[config.mk]
export PLATFORM = sky130hd
export DESIGN_NAME = lsu_ctrl_flat
export DESIGN_NICKNAME = d
export VERILOG_FILES = /design/src/rtl/lsu_ctrl_if.sv /design/src/rtl/lsu_ctrl.sv /design/src/flat_wrapper.sv
export SDC_FILE = /design/constraint.sdc
export NUM_CORES = 1
export LEC_CHECK = 0
export BUFFER_PORTS_ARGS = -buffer_cell sky130_fd_sc_hd__buf_2
export CAP_MARGIN = 20
export CORE_AREA = 5 5 130 132
export CTS_CLUSTER_DIAMETER = 80
export DETAILED_ROUTE_END_ITERATION = 8
export DIE_AREA = 0 0 135 137
export MAX_ROUTING_LAYER = met4
export PLACE_DENSITY = 0.72
export SLEW_MARGIN = 0
export SYNTH_ARGS = -nofsm -noshare
export SYNTH_HDL_FRONTEND = slang
export SYNTH_SLANG_ARGS = --single-unit
[constraint.sdc]
create_clock -name clk -period 3.15 [get_ports clk]
set_clock_uncertainty 0.2 [all_clocks]
set_input_delay 0.4725 -clock clk [delete_from_list [all_inputs] [get_ports clk]]
set_output_delay 0.4725 -clock clk [all_outputs]
set_load 0.05 [all_outputs]
[src/rtl/lsu_ctrl_if.sv]
// Data-memory bus interface between the load/store sequencer (master) and memory (slave).
// The master issues one request and holds it until the slave answers with bus_ready.
interface lsu_ctrl_if;
    logic        bus_req;
    logic        bus_we;
    logic [31:0] bus_addr;
    logic [3:0]  bus_be;
    logic [31:0] bus_wdata;
    logic        bus_ready;
    logic        bus_err;
    logic [31:0] bus_rdata;

    modport master (
        output bus_req, bus_we, bus_addr, bus_be, bus_wdata,
        input  bus_ready, bus_err, bus_rdata
    );

    modport slave (
        input  bus_req, bus_we, bus_addr, bus_be, bus_wdata,
        output bus_ready, bus_err, bus_rdata
    );
endinterface

[src/rtl/lsu_ctrl.sv]
// Load/store sequencer: one data-bus transaction per memory instruction, with
// byte-enable generation, store lane replication, load alignment/extension,
// misalignment detection and bus fault reporting. Stalls the pipeline while busy.
// Optional feature macro: LSU_TIMEOUT_EN aborts an ACCESS after TIMEOUT_CYCLES
// cycles without bus_ready and reports it as an access fault.
module lsu_ctrl #(
    parameter int TIMEOUT_CYCLES = 255
) (
    input  logic              clk,
    input  logic              rst,
    input  logic              req_valid,
    input  logic              req_rd,
    input  logic              req_wr,
    input  logic [2:0]        req_func3,
    input  logic [31:0]       req_addr,
    input  logic [31:0]       req_wdata,
    input  logic [4:0]        req_rd_addr,
    output logic              lsu_stall,
    lsu_ctrl_if.master        bus,
    output logic              wb_valid,
    output logic [31:0]       wb_data,
    output logic [4:0]        wb_rd_addr,
    output logic              load_misalign,
    output logic              store_misalign,
    output logic              access_fault,
    output logic [31:0]       exc_addr
);

    typedef enum logic {IDLE, ACCESS} state_t;

    state_t      state, state_next;
    logic        is_load, is_store, legal, aligned;
    logic        start, misalign, timeout_hit, access_done;
    logic [3:0]  be_next;
    logic [31:0] wdata_next;
    logic [31:0] lat_addr;
    logic [2:0]  lat_func3;
    logic [4:0]  lat_rd;
    logic [31:0] shifted_rdata;
    logic [31:0] load_ext;

    // Decode the incoming request: legality, alignment, lane enables and store data.
    always_comb begin
        is_load    = req_rd;
        is_store   = req_wr & ~req_rd;
        legal      = 1'b0;
        aligned    = 1'b1;
        be_next    = 4'b1111;
        wdata_next = req_wdata;
        if (is_load) begin
            legal = (req_func3 == 3'b000) || (req_func3 == 3'b001) || (req_func3 == 3'b010) ||
                    (req_func3 == 3'b100) || (req_func3 == 3'b101);
        end else if (is_store) begin
            legal = (req_func3 == 3'b000) || (req_func3 == 3'b001) || (req_func3 == 3'b010);
        end
        case (req_func3[1:0])
            2'b00: begin
                be_next    = 4'b0001 << req_addr[1:0];
                wdata_next = {4{req_wdata[7:0]}};
            end
            2'b01: begin
                aligned    = ~req_addr[0];
                be_next    = 4'b0011 << req_addr[1:0];
                wdata_next = {2{req_wdata[15:0]}};
            end
            default: begin
                aligned    = (req_addr[1:0] == 2'b00);
            end
        endcase
        start    = (state == IDLE) & req_valid & legal & aligned;
        misalign = (state == IDLE) & req_valid & legal & ~aligned;
    end

`ifdef LSU_TIMEOUT_EN
    logic [15:0] wait_cnt;

    // Count ACCESS cycles spent waiting on the bus; restarted for every new access.
    always_ff @(posedge clk) begin
        if (rst) begin
            wait_cnt <= 16'd0;
        end else if (start) begin
            wait_cnt <= 16'd0;
        end else if ((state == ACCESS) && !bus.bus_ready) begin
            wait_cnt <= wait_cnt + 16'd1;
        end
    end

    assign timeout_hit = (state == ACCESS) & ~bus.bus_ready &
                         (wait_cnt == 16'(TIMEOUT_CYCLES - 1));
`else
    logic unused_timeout;
    assign unused_timeout = ^TIMEOUT_CYCLES;
    assign timeout_hit    = 1'b0;
`endif

    assign access_done = (state == ACCESS) & (bus.bus_ready | timeout_hit);
    assign lsu_stall   = start | ((state == ACCESS) & ~bus.bus_ready & ~timeout_hit);

    // State register.
    always_ff @(posedge clk) begin
        if (rst) begin
            state <= IDLE;
        end else begin
            state <= state_next;
        end
    end

    // Next-state: enter ACCESS on a legal aligned request, leave on completion or timeout.
    always_comb begin
        state_next = state;
        case (state)
            IDLE:    if (start) state_next = ACCESS;
            ACCESS:  if (access_done) state_next = IDLE;
            default: state_next = IDLE;
        endcase
    end

    // Pick the addressed byte/half out of the read word and sign- or zero-extend it.
    always_comb begin
        shifted_rdata = bus.bus_rdata >> {lat_addr[1:0], 3'b000};
        case (lat_func3[1:0])
            2'b00:   load_ext = {{24{~lat_func3[2] & shifted_rdata[7]}}, shifted_rdata[7:0]};
            2'b01:   load_ext = {{16{~lat_func3[2] & shifted_rdata[15]}}, shifted_rdata[15:0]};
            default: load_ext = shifted_rdata;
        endcase
    end

    // Bus request registers, latched request context, writeback and exception pulses.
    always_ff @(posedge clk) begin
        if (rst) begin
            bus.bus_req    <= 1'b0;
            bus.bus_we     <= 1'b0;
            bus.bus_addr   <= 32'd0;
            bus.bus_be     <= 4'd0;
            bus.bus_wdata  <= 32'd0;
            lat_addr       <= 32'd0;
            lat_func3      <= 3'd0;
            lat_rd         <= 5'd0;
            wb_valid       <= 1'b0;
            wb_data        <= 32'd0;
            wb_rd_addr     <= 5'd0;
            load_misalign  <= 1'b0;
            store_misalign <= 1'b0;
            access_fault   <= 1'b0;
            exc_addr       <= 32'd0;
        end else begin
            wb_valid       <= 1'b0;
            load_misalign  <= 1'b0;
            store_misalign <= 1'b0;
            access_fault   <= 1'b0;
            if (start) begin
                bus.bus_req   <= 1'b1;
                bus.bus_we    <= is_store;
                bus.bus_addr  <= {req_addr[31:2], 2'b00};
                bus.bus_be    <= be_next;
                bus.bus_wdata <= wdata_next;
                lat_addr      <= req_addr;
                lat_func3     <= req_func3;
                lat_rd        <= req_rd_addr;
            end else if (access_done) begin
                bus.bus_req <= 1'b0;
                if (bus.bus_ready) begin
                    if (bus.bus_err) begin
                        access_fault <= 1'b1;
                        exc_addr     <= lat_addr;
                    end else if (!bus.bus_we) begin
                        wb_valid   <= 1'b1;
                        wb_data    <= load_ext;
                        wb_rd_addr <= lat_rd;
                    end
                end else begin
                    access_fault <= 1'b1;
                    exc_addr     <= lat_addr;
                end
            end
            if (misalign) begin
                load_misalign  <= is_load;
                store_misalign <= is_store;
                exc_addr       <= req_addr;
            end
        end
    end

endmodule

[src/flat_wrapper.sv]
// flat-port wrapper written by rule: the top's interface ports become plain ports
module lsu_ctrl_flat 
#(
    parameter int TIMEOUT_CYCLES = 255
)
  (clk, rst, req_valid, req_rd, req_wr, req_func3, req_addr, req_wdata, req_rd_addr, lsu_stall, wb_valid, wb_data, wb_rd_addr, load_misalign, store_misalign, access_fault, exc_addr, bus_bus_req, bus_bus_we, bus_bus_addr, bus_bus_be, bus_bus_wdata, bus_bus_ready, bus_bus_err, bus_bus_rdata);
  lsu_ctrl_if bus_i ();
  input  logic clk;
  input  logic rst;
  input  logic req_valid;
  input  logic req_rd;
  input  logic req_wr;
  input  logic [2:0] req_func3;
  input  logic [31:0] req_addr;
  input  logic [31:0] req_wdata;
  input  logic [4:0] req_rd_addr;
  output logic lsu_stall;
  output logic wb_valid;
  output logic [31:0] wb_data;
  output logic [4:0] wb_rd_addr;
  output logic load_misalign;
  output logic store_misalign;
  output logic access_fault;
  output logic [31:0] exc_addr;
  output wire logic [$bits(bus_i.bus_req)-1:0] bus_bus_req;
  output wire logic [$bits(bus_i.bus_we)-1:0] bus_bus_we;
  output wire logic [$bits(bus_i.bus_addr)-1:0] bus_bus_addr;
  output wire logic [$bits(bus_i.bus_be)-1:0] bus_bus_be;
  output wire logic [$bits(bus_i.bus_wdata)-1:0] bus_bus_wdata;
  input wire logic [$bits(bus_i.bus_ready)-1:0] bus_bus_ready;
  input wire logic [$bits(bus_i.bus_err)-1:0] bus_bus_err;
  input wire logic [$bits(bus_i.bus_rdata)-1:0] bus_bus_rdata;
  assign bus_bus_req = bus_i.bus_req;
  assign bus_bus_we = bus_i.bus_we;
  assign bus_bus_addr = bus_i.bus_addr;
  assign bus_bus_be = bus_i.bus_be;
  assign bus_bus_wdata = bus_i.bus_wdata;
  assign bus_i.bus_ready = bus_bus_ready;
  assign bus_i.bus_err = bus_bus_err;
  assign bus_i.bus_rdata = bus_bus_rdata;
  lsu_ctrl #(.TIMEOUT_CYCLES(TIMEOUT_CYCLES)) u_core (.clk(clk), .rst(rst), .req_valid(req_valid), .req_rd(req_rd), .req_wr(req_wr), .req_func3(req_func3), .req_addr(req_addr), .req_wdata(req_wdata), .req_rd_addr(req_rd_addr), .lsu_stall(lsu_stall), .bus(bus_i), .wb_valid(wb_valid), .wb_data(wb_data), .wb_rd_addr(wb_rd_addr), .load_misalign(load_misalign), .store_misalign(store_misalign), .access_fault(access_fault), .exc_addr(exc_addr));
endmodule
==> results of run 1 <==
final timing paths:
path / from / endpoint / slack, ps / cells after the start
max: req_func3[0] / lsu_stall / 490 / 6
min: req_rd_addr[2] / u_core.lat_rd[2] / 100 / 3
max reg2reg: u_core.lat_addr[0] / u_core.wb_data[18] / 770 / 4
min reg2reg: u_core.wb_data[6] / u_core.wb_data[6] / 250 / 2
registers in the layout (all words and copies together) (netlist names), 3 cells and up:
| signal | cells |
|---|---|
| u_core.exc_addr | 32 |
| u_core.bus.bus_be | 4 |
| u_core.bus.bus_wdata | 32 |
| u_core.wb_rd_addr | 5 |
| u_core.lat_addr | 31 |
| u_core.wb_data | 32 |
| u_core.lat_rd | 5 |
| u_core.lat_func3 | 3 |
power by group through the flow:
stage	logic, mW	clock network (mW)	registers (mW)
CTS	0.790	2.10	2.03
finish	0.790	2.06	2.03
global route	0.844	2.19	2.04
global placement	0.783	0	2.07
floorplan	0.381	0	2.24
detailed placement	0.789	0	2.07
per-stage QoR:
stage               instances  instance area (sq um)
finish                   1213                   8778
floorplan                 804                   7022
CTS                      1212                   8776
global route             1213                   8778
detailed placement       1181                   8182
global placement         1181                   8182
layout make-up:
type	count	area, sq um	share of cell area (%)
diodes	1	2.502	0.02851
clock buffers	19	442.9	5.046
clock inverters	12	151.4	1.725
inverters	5	18.77	0.2138
multi-input cells	537	3393	38.65
flip-flops and latches	152	3043	34.66
well taps	216	270.3	3.079
repair buffers	271	1456	16.59
cells by family after synthesis:
logic type / share of synthesized area [%]
multiplexers: 10.57
flip-flops: 43.36
AND/OR/NAND/NOR: 13.14
buffers and inverters: 8.789
AO/OA/AOI/OAI: 24.09
other: 0.05343
routing by layer:
metal | routed length, um | GRT usage, % | share of wire, %
met1 | 9433 | 29.40 | 43
met2 | 10550 | 38.10 | 48
met3 | 1532 | 5.993 | 7.0
met5 | 0 | - | 0
met4 | 458 | 8.735 | 2.1
synthesized netlist by cell type (all sizes together) (2+ instances only):
library cell and number:
a211oi 66, a21oi 97, a22oi 7, a311oi 9
buf 73, clkbuf 37, dfxtp 152, inv 5
mux2 15, mux2i 55, nand2 64, nand2b 3
nand3 50, nor2 33, nor2b 4, nor3 38
nor4 2, o2111ai 8, o211ai 7, o21ai 66
or2 2
critical path, stage by stage:
cell     delay (ps)
buf_2           250
a21oi_1         360
or2_4           350
nand2_1         160
nand2_1         110
buf_2           260
==> reports/metrics.yaml, run 1 <==
outcome: "completed"
worstPathRequired_ps: 2480
fin_hold_ws_ps: 101.7
drc_errors: 0
cp_max_fo: 21
die_height_um: 137
ir_drop_v: 0.0003554
power_frac_comb_pct: 16.2
final_core_utilization_pct: 56.28
mostFrequentLayoutCells: "251 x buf_2, 152 x dfxtp_1, 95 x a21oi_1, 63 x nand2_1, 56 x a211oi_1"
antenna_found_initial: 1
core_area_sq_um: 15600
fillers: 1449
netlist.area_leader.share_pct: 43.36
hold_buffers: 0
synth_top_cell_by_area: "dfxtp_1"
tritoncts: "done"
cts-root-buf: "clkbuf_16"
hpwl_um: 15350
yosysUniqueCellTypes: 46
drv_slew: 0
clk_latency_ps: 420
rows: 46
crit_arrival_ps: 1980
wl_um: 21970
final-setup-viol-count: 0
cts_setup_buffers: 0
grt_first_pass_wirelength_um: 34180
gp_congestion: 0.8496
cellLeakagePower_nw: 3.792
ant_nets: 0
area_growth_pct: 25.08
layout_commonest_cell: "buf_2"
post-place-ws_ps: 515.3
holdCritPathClass: "in2reg"
synth.area.top_cells: "dfxtp_1 43%, mux2i_1 7.8%, a21oi_1 6.8%"
fp.dieArea_sq_um: 18500
netlist_area_sq_um: 7018
synth_ff_type: "dfxtp_1"
nNetsFinal: 1095
crit_path_end_kind: "output pin"
worst_pin_slew_ps: 885.6
start_kind: "primary input"
pwr-share-seq_pct: 41.6
critPathKind: "in2out"
switching_power_mw: 1.410
rsz0062_at_grt: "false"
cts_sinks: 152
yosys_register_bits: 152
setup_slack_ps: 493.4
io_pins: 255
drive_above_1_share_pct: 34.44
die_w_um: 135
fmax_mhz: 376.4
powerDensity_nw_per_um2: 556.9
vias_per_cell: 5.545
dr.pass1.iters: 5
syn_area_per_cell_sq_um: 8.740
wl_per_cell_um: 18.11
synthCells: 803
synth-edff-count: 0
vias: 6726
clk_pin_slew_ps: 60
period_share_pct: 84.34
initial_core_util_pct: 44.99
clockBufferDepth: 2
total_power_mw: 4.889
maxSlewHeadroom_pct: 40.93
ys_async_sr_fraction_pct: 0
post-route-min-period_ps: 2657
cts_htree_levels: 4
grt_usage_pct: 23.85
setup_tns_ps: 0
cts.repair.resized: 0
synth_seq_area_share_pct: 43.36
grt_max_degree: 64
drt_iter0_markers: 400
gr-total-overflow: 0
clkPwrFrac_pct: 42.2
hold_viol_final: 0
swShare_pct: 28.85
portBuffers: 252
ys.warnings.count: 0
first_global_vias: 6434
cap_violations: 0
p_int_mw: 3.479
cts_inserted_buffers: 17
(Power assumes the default switching activity.)
==> run 2, diff against run 1 <==
--- a/config.mk
+++ b/config.mk
@@ -5,14 +5,15 @@
 export SDC_FILE = /design/constraint.sdc
 export NUM_CORES = 1
 export LEC_CHECK = 0
+export ABC_AREA = 1
 export BUFFER_PORTS_ARGS = -buffer_cell sky130_fd_sc_hd__buf_2
 export CAP_MARGIN = 20
-export CORE_AREA = 5 5 130 132
+export CORE_AREA = 5 5 135 137
 export CTS_CLUSTER_DIAMETER = 80
 export DETAILED_ROUTE_END_ITERATION = 8
-export DIE_AREA = 0 0 135 137
+export DIE_AREA = 0 0 140 142
 export MAX_ROUTING_LAYER = met4
-export PLACE_DENSITY = 0.72
+export PLACE_DENSITY = 0.74
 export SLEW_MARGIN = 0
 export SYNTH_ARGS = -nofsm -noshare
 export SYNTH_HDL_FRONTEND = slang
==> constraint.sdc (replaced) <==
create_clock -name clk -period 2.3 [get_ports clk]
set_clock_uncertainty 0.2 [all_clocks]
set_input_delay 0.345 -clock clk [delete_from_list [all_inputs] [get_ports clk]]
set_output_delay 0.345 -clock clk [all_outputs]
set_load 0.05 [all_outputs]
==> reports/metrics.yaml, run 2 <==
cts_setup_buffers: 0  # unchanged
final_area_sq_um: 9882  # +13%
hold_depth: 4  # +1
top_layer_used: "met4"
reg_top3: "u_core.bus.bus_wdata (32), u_core.exc_addr (32), u_core.wb_data (32)"
clk_pin_slew_ps: 60  # about the same
ir_drop_v: 0.0004980  # +40%
hpwl_um: 16760  # +9.2%
area_growth_pct: 29.31
diodes: 0  # -1
crit_path_end_kind: "output pin"
gr-total-overflow: 0  # unchanged
cap_violations: 0  # unchanged
hold_path_end: "u_core.store_misalign"
wl_met1_um: 9968  # +5.7%
period_share_pct: 94.23
post-route-min-period_ps: 2167
yosysUniqueCellTypes: 22  # -52%
ys.warnings.count: 0  # unchanged
nNetsFinal: 1543  # +41%
layout_commonest_cell: "nand2_1"
wl_met2_um: 11140  # +5.6%
synth_top_cell_by_area: "dfxtp_1"
critPathKind: "reg2out"
netlist.area_leader.share_pct: 39.82  # -3.5 points
fillers: 1622  # +12%
r2r-end: "u_core.lat_addr[10]"
synth_ff_type: "dfxtp_1"
portBuffers: 252  # unchanged
fmax_mhz: 461.4
rsz0062_at_grt: "false"
drv_slew: 0  # unchanged
final_core_utilization_pct: 58.35  # +2.1 points
start_kind: "flip-flop"
outcome: "completed"
fin_hold_ws_ps: 21.71  # -80.00 ps
clk_latency_ps: 410  # about the same
initial_core_util_pct: 45.12  # +0.13 points
maxSlewHeadroom_pct: 63.91  # +23 points
io_pins: 255  # unchanged
cts_sinks: 152  # unchanged
worstPathRequired_ps: 1750  # -730 ps
synth_seq_area_share_pct: 39.82  # -3.5 points
antenna_found_initial: 0  # -1
hold_viol_final: 0  # unchanged
clockBufferDepth: 2  # unchanged
wl_um: 23740  # +8.1%
hold_buffers: 41  # +41
cts.repair.resized: 0  # unchanged
r2r_start: "u_core.state"
grt_first_pass_wirelength_um: 38120  # +12%
r2r_slack_ps: 460  # -310 ps
wl_per_cell_um: 14.22  # -22%
netlist_area_sq_um: 7642  # +8.9%
synthCells: 1200  # +49%
cts_htree_levels: 4  # unchanged
setup_tns_ps: 0  # unchanged
vias_per_cell: 4.899  # -12%
worst_pin_slew_ps: 541.3  # -344.3 ps
die_height_um: 142  # +3.6%
synthMostInstantiatedCell: "nand2_1"
cts_inserted_buffers: 17  # unchanged
mostFrequentLayoutCells: "357 x nand2_1, 258 x nor2_1, 252 x buf_2, 152 x dfxtp_1, 97 x nand3_1"
fp.dieArea_sq_um: 19880  # +7.5%
dr.pass1.iters: 5  # unchanged
cp_max_fo: 8  # -62%
synth-edff-count: 0  # unchanged
grt_usage_pct: 24.13  # +0.28 points
powerDensity_nw_per_um2: 692.4  # +24%
cts-root-buf: "clkbuf_16"
synth.area.top_cells: "dfxtp_1 40%, nand2_1 18%, nor2_1 13%"
vias: 8181  # +22%
yosys_register_bits: 152  # unchanged
ys_async_sr_fraction_pct: 0  # unchanged
placed_area_sq_um: 8899  # +8.8%
ant_nets: 0  # unchanged
first_global_vias: 7585  # +18%
tritoncts: "done"
holdCritStartpoint: "req_rd"
crit_arrival_ps: 1620  # -360 ps
die_w_um: 140  # +3.7%
grt_max_degree: 66  # +3.1%
final-setup-viol-count: 0  # unchanged
drt_iter0_markers: 549  # +37%
route.met3.wl_um: 1773  # +16%
r2r.worst_path.cells: 8  # +4
rows: 48  # +4.3%
drive_above_1_share_pct: 22.56  # -12 points
syn_area_per_cell_sq_um: 6.369  # -27%
yosys-top-cells-count: "358 x nand2_1, 258 x nor2_1, 152 x dfxtp_1, 97 x nand3_1, 72 x inv_1"
gp_congestion: 0.9316  # +9.7%
cellLeakagePower_nw: 5.352  # +41%
drc_errors: 0  # unchanged
core_area_sq_um: 16940  # +8.6%
holdCritPathClass: "in2reg"
-- run 2: layer usage --
metal	GRT usage, %	vias up
li1	-	4154
met1	30.00	3619
met2	38.31	348
met3	4.536	60
met4	11.01	0
met5	-	-
-- run 2: area by class of cell --
cell class                      count  area (sq um)  share of cell area, %
Multi-Input combinational cell    855          3679                  37.22
Sequential cell                   152          3043                  30.79
Timing Repair Buffer              322          1989                  20.13
Clock buffer                       21         450.4                  4.558
Inverter                           84         316.6                  3.203
Tap cell                          225         281.5                  2.849
Clock inverter                     11         122.6                  1.241
-- run 2: stage by stage --
step	instances	setup slack (ps)	power [mW]
CTS	1670	106.8	6.894
floorplan	1201	466.8	3.765
global placement	1597	356.9	4.095
detailed placement	1597	334.4	4.103
finish	1670	132.6	6.842
global route	1670	45.40	7.137
-- run 2: report_power, final --
group	switching, mW	internal [mW]
Clock	1.11	1.63
Combinational	0.893	0.399
Sequential	0.0699	2.74
Total	2.07	4.77
-- run 2: worst max-delay path, cell delays in order (launching register included) --
cell and delay, ps:
dfxtp_1 330, nor2_1 120, nand3_1 110, nor2_4 140
nand2_2 140, nand2_1 100, buf_2 260
-- run 2: worst max-delay path by stage --
stage                    endpoint  depth (start not counted)         start
6_report                lsu_stall                          6  u_core.state
5_1_grt                 lsu_stall                          6  u_core.state
4_1_cts                 lsu_stall                          6  u_core.state
3_5_place_dp   u_core.exc_addr[1]                          9  req_func3[1]
3_3_place_gp   u_core.exc_addr[1]                         10     req_valid
2_1_floorplan           lsu_stall                          7  req_func3[1]
-- run 2: cell families (layout without fill, tap and decap cells) --
kind of cell / Yosys count / count (layout) / share of synthesized area [%]
AND/OR/NAND/NOR: 768 / 768 / 41.88
flip-flops: 152 / 152 / 39.82
AO/OA/AOI/OAI: 85 / 85 / 5.992
other: 1 / 2 / 0.04907
buffers and inverters: 194 / 438 / 12.26
==> run 3, diff against run 2 <==
--- a/config.mk
+++ b/config.mk
@@ -8,12 +8,12 @@
 export ABC_AREA = 1
 export BUFFER_PORTS_ARGS = -buffer_cell sky130_fd_sc_hd__buf_2
 export CAP_MARGIN = 20
-export CORE_AREA = 5 5 135 137
+export CORE_AREA = 5 5 159 161
 export CTS_CLUSTER_DIAMETER = 80
 export DETAILED_ROUTE_END_ITERATION = 8
-export DIE_AREA = 0 0 140 142
+export DIE_AREA = 0 0 164 166
 export MAX_ROUTING_LAYER = met4
-export PLACE_DENSITY = 0.74
+export PLACE_DENSITY = 0.56
 export SLEW_MARGIN = 0
 export SYNTH_ARGS = -nofsm -noshare
 export SYNTH_HDL_FRONTEND = slang
==> reports/metrics.yaml, run 3 (synthesized netlist as in run 2, its figures left out) <==
outcome: "completed"
dr.pass1.iters: 5  # unchanged
post-route-min-period_ps: 2195  # +27.85 ps
total_power_mw: 6.981  # +2.0%
io_pins: 255  # unchanged
nNetsFinal: 1533  # -0.65%
hold_path_end: "u_core.bus.bus_wdata[1]"
layout_commonest_cell: "nand2_1"
power_frac_comb_pct: 18.5  # -0.4 points
vias: 8111  # -0.86%
cap_violations: 0  # unchanged
grt_use_met1_pct: 24.20  # -5.8 points
use_met3_pct: 3.897  # -0.64 points
crit_arrival_ps: 1650  # +30 ps
gp_congestion: 0.8670  # -6.9%
grt_usage_pct: 19.04  # -5.1 points
r2r_slack_ps: 350  # -110 ps
powerDensity_nw_per_um2: 703.5  # +1.6%
final-setup-viol-count: 0  # unchanged
r2r.worst_path.cells: 7  # -1
antenna_found_initial: 0  # unchanged
drv_slew: 0  # unchanged
first_global_vias: 7784  # +2.6%
drt_iter0_markers: 575  # +4.7%
gr-total-overflow: 0  # unchanged
clk_pin_slew_ps: 70  # about the same
wl_per_cell_um: 14.64  # +3.0%
die_w_um: 164  # +17%
ant_nets: 0  # unchanged
hpwl_um: 17700  # +5.6%
drive_above_1_share_pct: 22.51  # -0.052 points
worstPathRequired_ps: 1750  # about the same
final_core_utilization_pct: 41.66  # -17 points
grt_busiest_layer: "met2"
swShare_pct: 31.22  # +0.93 points
fp.dieArea_sq_um: 27220  # +37%
cp_max_fo: 8  # unchanged
clockBufferDepth: 2  # unchanged
holdCritPathClass: "in2reg"
cts-root-buf: "clkbuf_16"
cts.repair.resized: 0  # unchanged
rsz0062_at_grt: "false"
grt_first_pass_wirelength_um: 40830  # +7.1%
die_height_um: 166  # +17%
wl_um: 25760  # +8.5%
pwr-share-seq_pct: 40.3  # -0.8 points
start_kind: "flip-flop"
hold_viol_final: 0  # unchanged
portBuffers: 252  # unchanged
area_growth_pct: 29.85
core_area_sq_um: 23820  # +41%
p_int_mw: 4.802  # +0.67%
cts_inserted_buffers: 17  # unchanged
reg_top3: "u_core.bus.bus_wdata (32), u_core.exc_addr (32), u_core.wb_data (32)"
initial_core_util_pct: 32.08  # -13 points
switching_power_mw: 2.180  # +5.2%
ir_drop_v: 0.0003411  # -32%
critPathKind: "reg2out"
holdCritStartpoint: "req_wdata[1]"
mostFrequentLayoutCells: "357 x nand2_1, 258 x nor2_1, 252 x buf_2, 152 x dfxtp_1, 97 x nand3_1"
r2r-end: "u_core.wb_data[18]"
cellLeakagePower_nw: 5.311  # -0.77%
hold_depth: 3  # -1
worst_pin_slew_ps: 689.2  # +147.8 ps
clk_latency_ps: 420  # about the same
fillers: 2621  # +62%
met2_usage_pct: 30.24  # -8.1 points
cts_sinks: 152  # unchanged
drc_errors: 0  # unchanged
r2r_start: "u_core.lat_addr[1]"
vias_per_cell: 4.609  # -5.9%
tritoncts: "done"
rows: 57  # +19%
cts_htree_levels: 4  # unchanged
grt_max_degree: 67  # +1.5%
maxSlewHeadroom_pct: 53.99  # -9.9 points
setup_tns_ps: 0  # unchanged
crit_path_end_kind: "output pin"
period_share_pct: 95.44  # +1.2 points
clkPwrFrac_pct: 41.2  # +1.2 points
fmax_mhz: 455.5  # -1.3%
## run 3: how the worst max path moves through the flow
stage	slack, ps	endpoint	from	cells past startpoint
2_1_floorplan	470	lsu_stall	req_func3[1]	7
3_3_place_gp	380	u_core.wb_data[18]	u_core.lat_addr[1]	7
3_5_place_dp	350	u_core.bus.bus_wdata[10]	req_func3[1]	9
4_1_cts	80	lsu_stall	u_core.state	6
5_1_grt	8	lsu_stall	u_core.state	6
6_report	100	lsu_stall	u_core.state	6
## run 3: power groups by stage
stage	Combinational [mW]	Sequential, mW	Clock [mW]
after floorplan	0.669	3.10	0
after global placement	1.24	2.87	0
after detailed placement	1.24	2.87	0
after CTS	1.29	2.81	2.97
after global routing	1.40	2.83	3.07
final	1.29	2.81	2.88
## run 3: layer usage
metal / up-vias / routed length, um
met2: 242 / 12030
met1: 3686 / 11600
met5: - / 0
li1: 4138 / -
met3: 45 / 1442
met4: 0 / 687
## run 3: repair_timing
action                    CTS  global route
hold buffers               36             0
hold endpoints to repair   37             0
setup buffers               0             0
## run 3: area by class of cell
type	count	area (sq um)	area share, %
well taps	324	405.4	4.085
clock inverters	12	142.6	1.437
flip-flops and latches	152	3043	30.66
multi-input cells	855	3679	37.07
clock buffers	20	456.7	4.602
inverters	84	317.8	3.203
repair buffers	312	1877	18.91
diodes	1	2.502	0.02522
## run 3: through the flow
| stage | instances | instance area [sq um] | hold slack (ps) | setup WS (ps) |
|---|---|---|---|---|
| after global placement | 1691 | 8961 | 242.8 | 380.6 |
| after detailed placement | 1691 | 8961 | 241.0 | 351.6 |
| after CTS | 1759 | 9921 | 3.974 | 75.47 |
| after global routing | 1759 | 9921 | 11.68 | 8.394 |
| final | 1760 | 9923 | 18.60 | 104.8 |
| after floorplan | 1201 | 7646 | 219.5 | 466.8 |
## run 3: worst max-delay path, cell delays in order, from the launching register on
cell and delay (ps):
dfxtp_1 330, nor2_1 130, nand3_1 120, nor2_4 160, nand2_2 150, nand2_1 80
buf_2 260
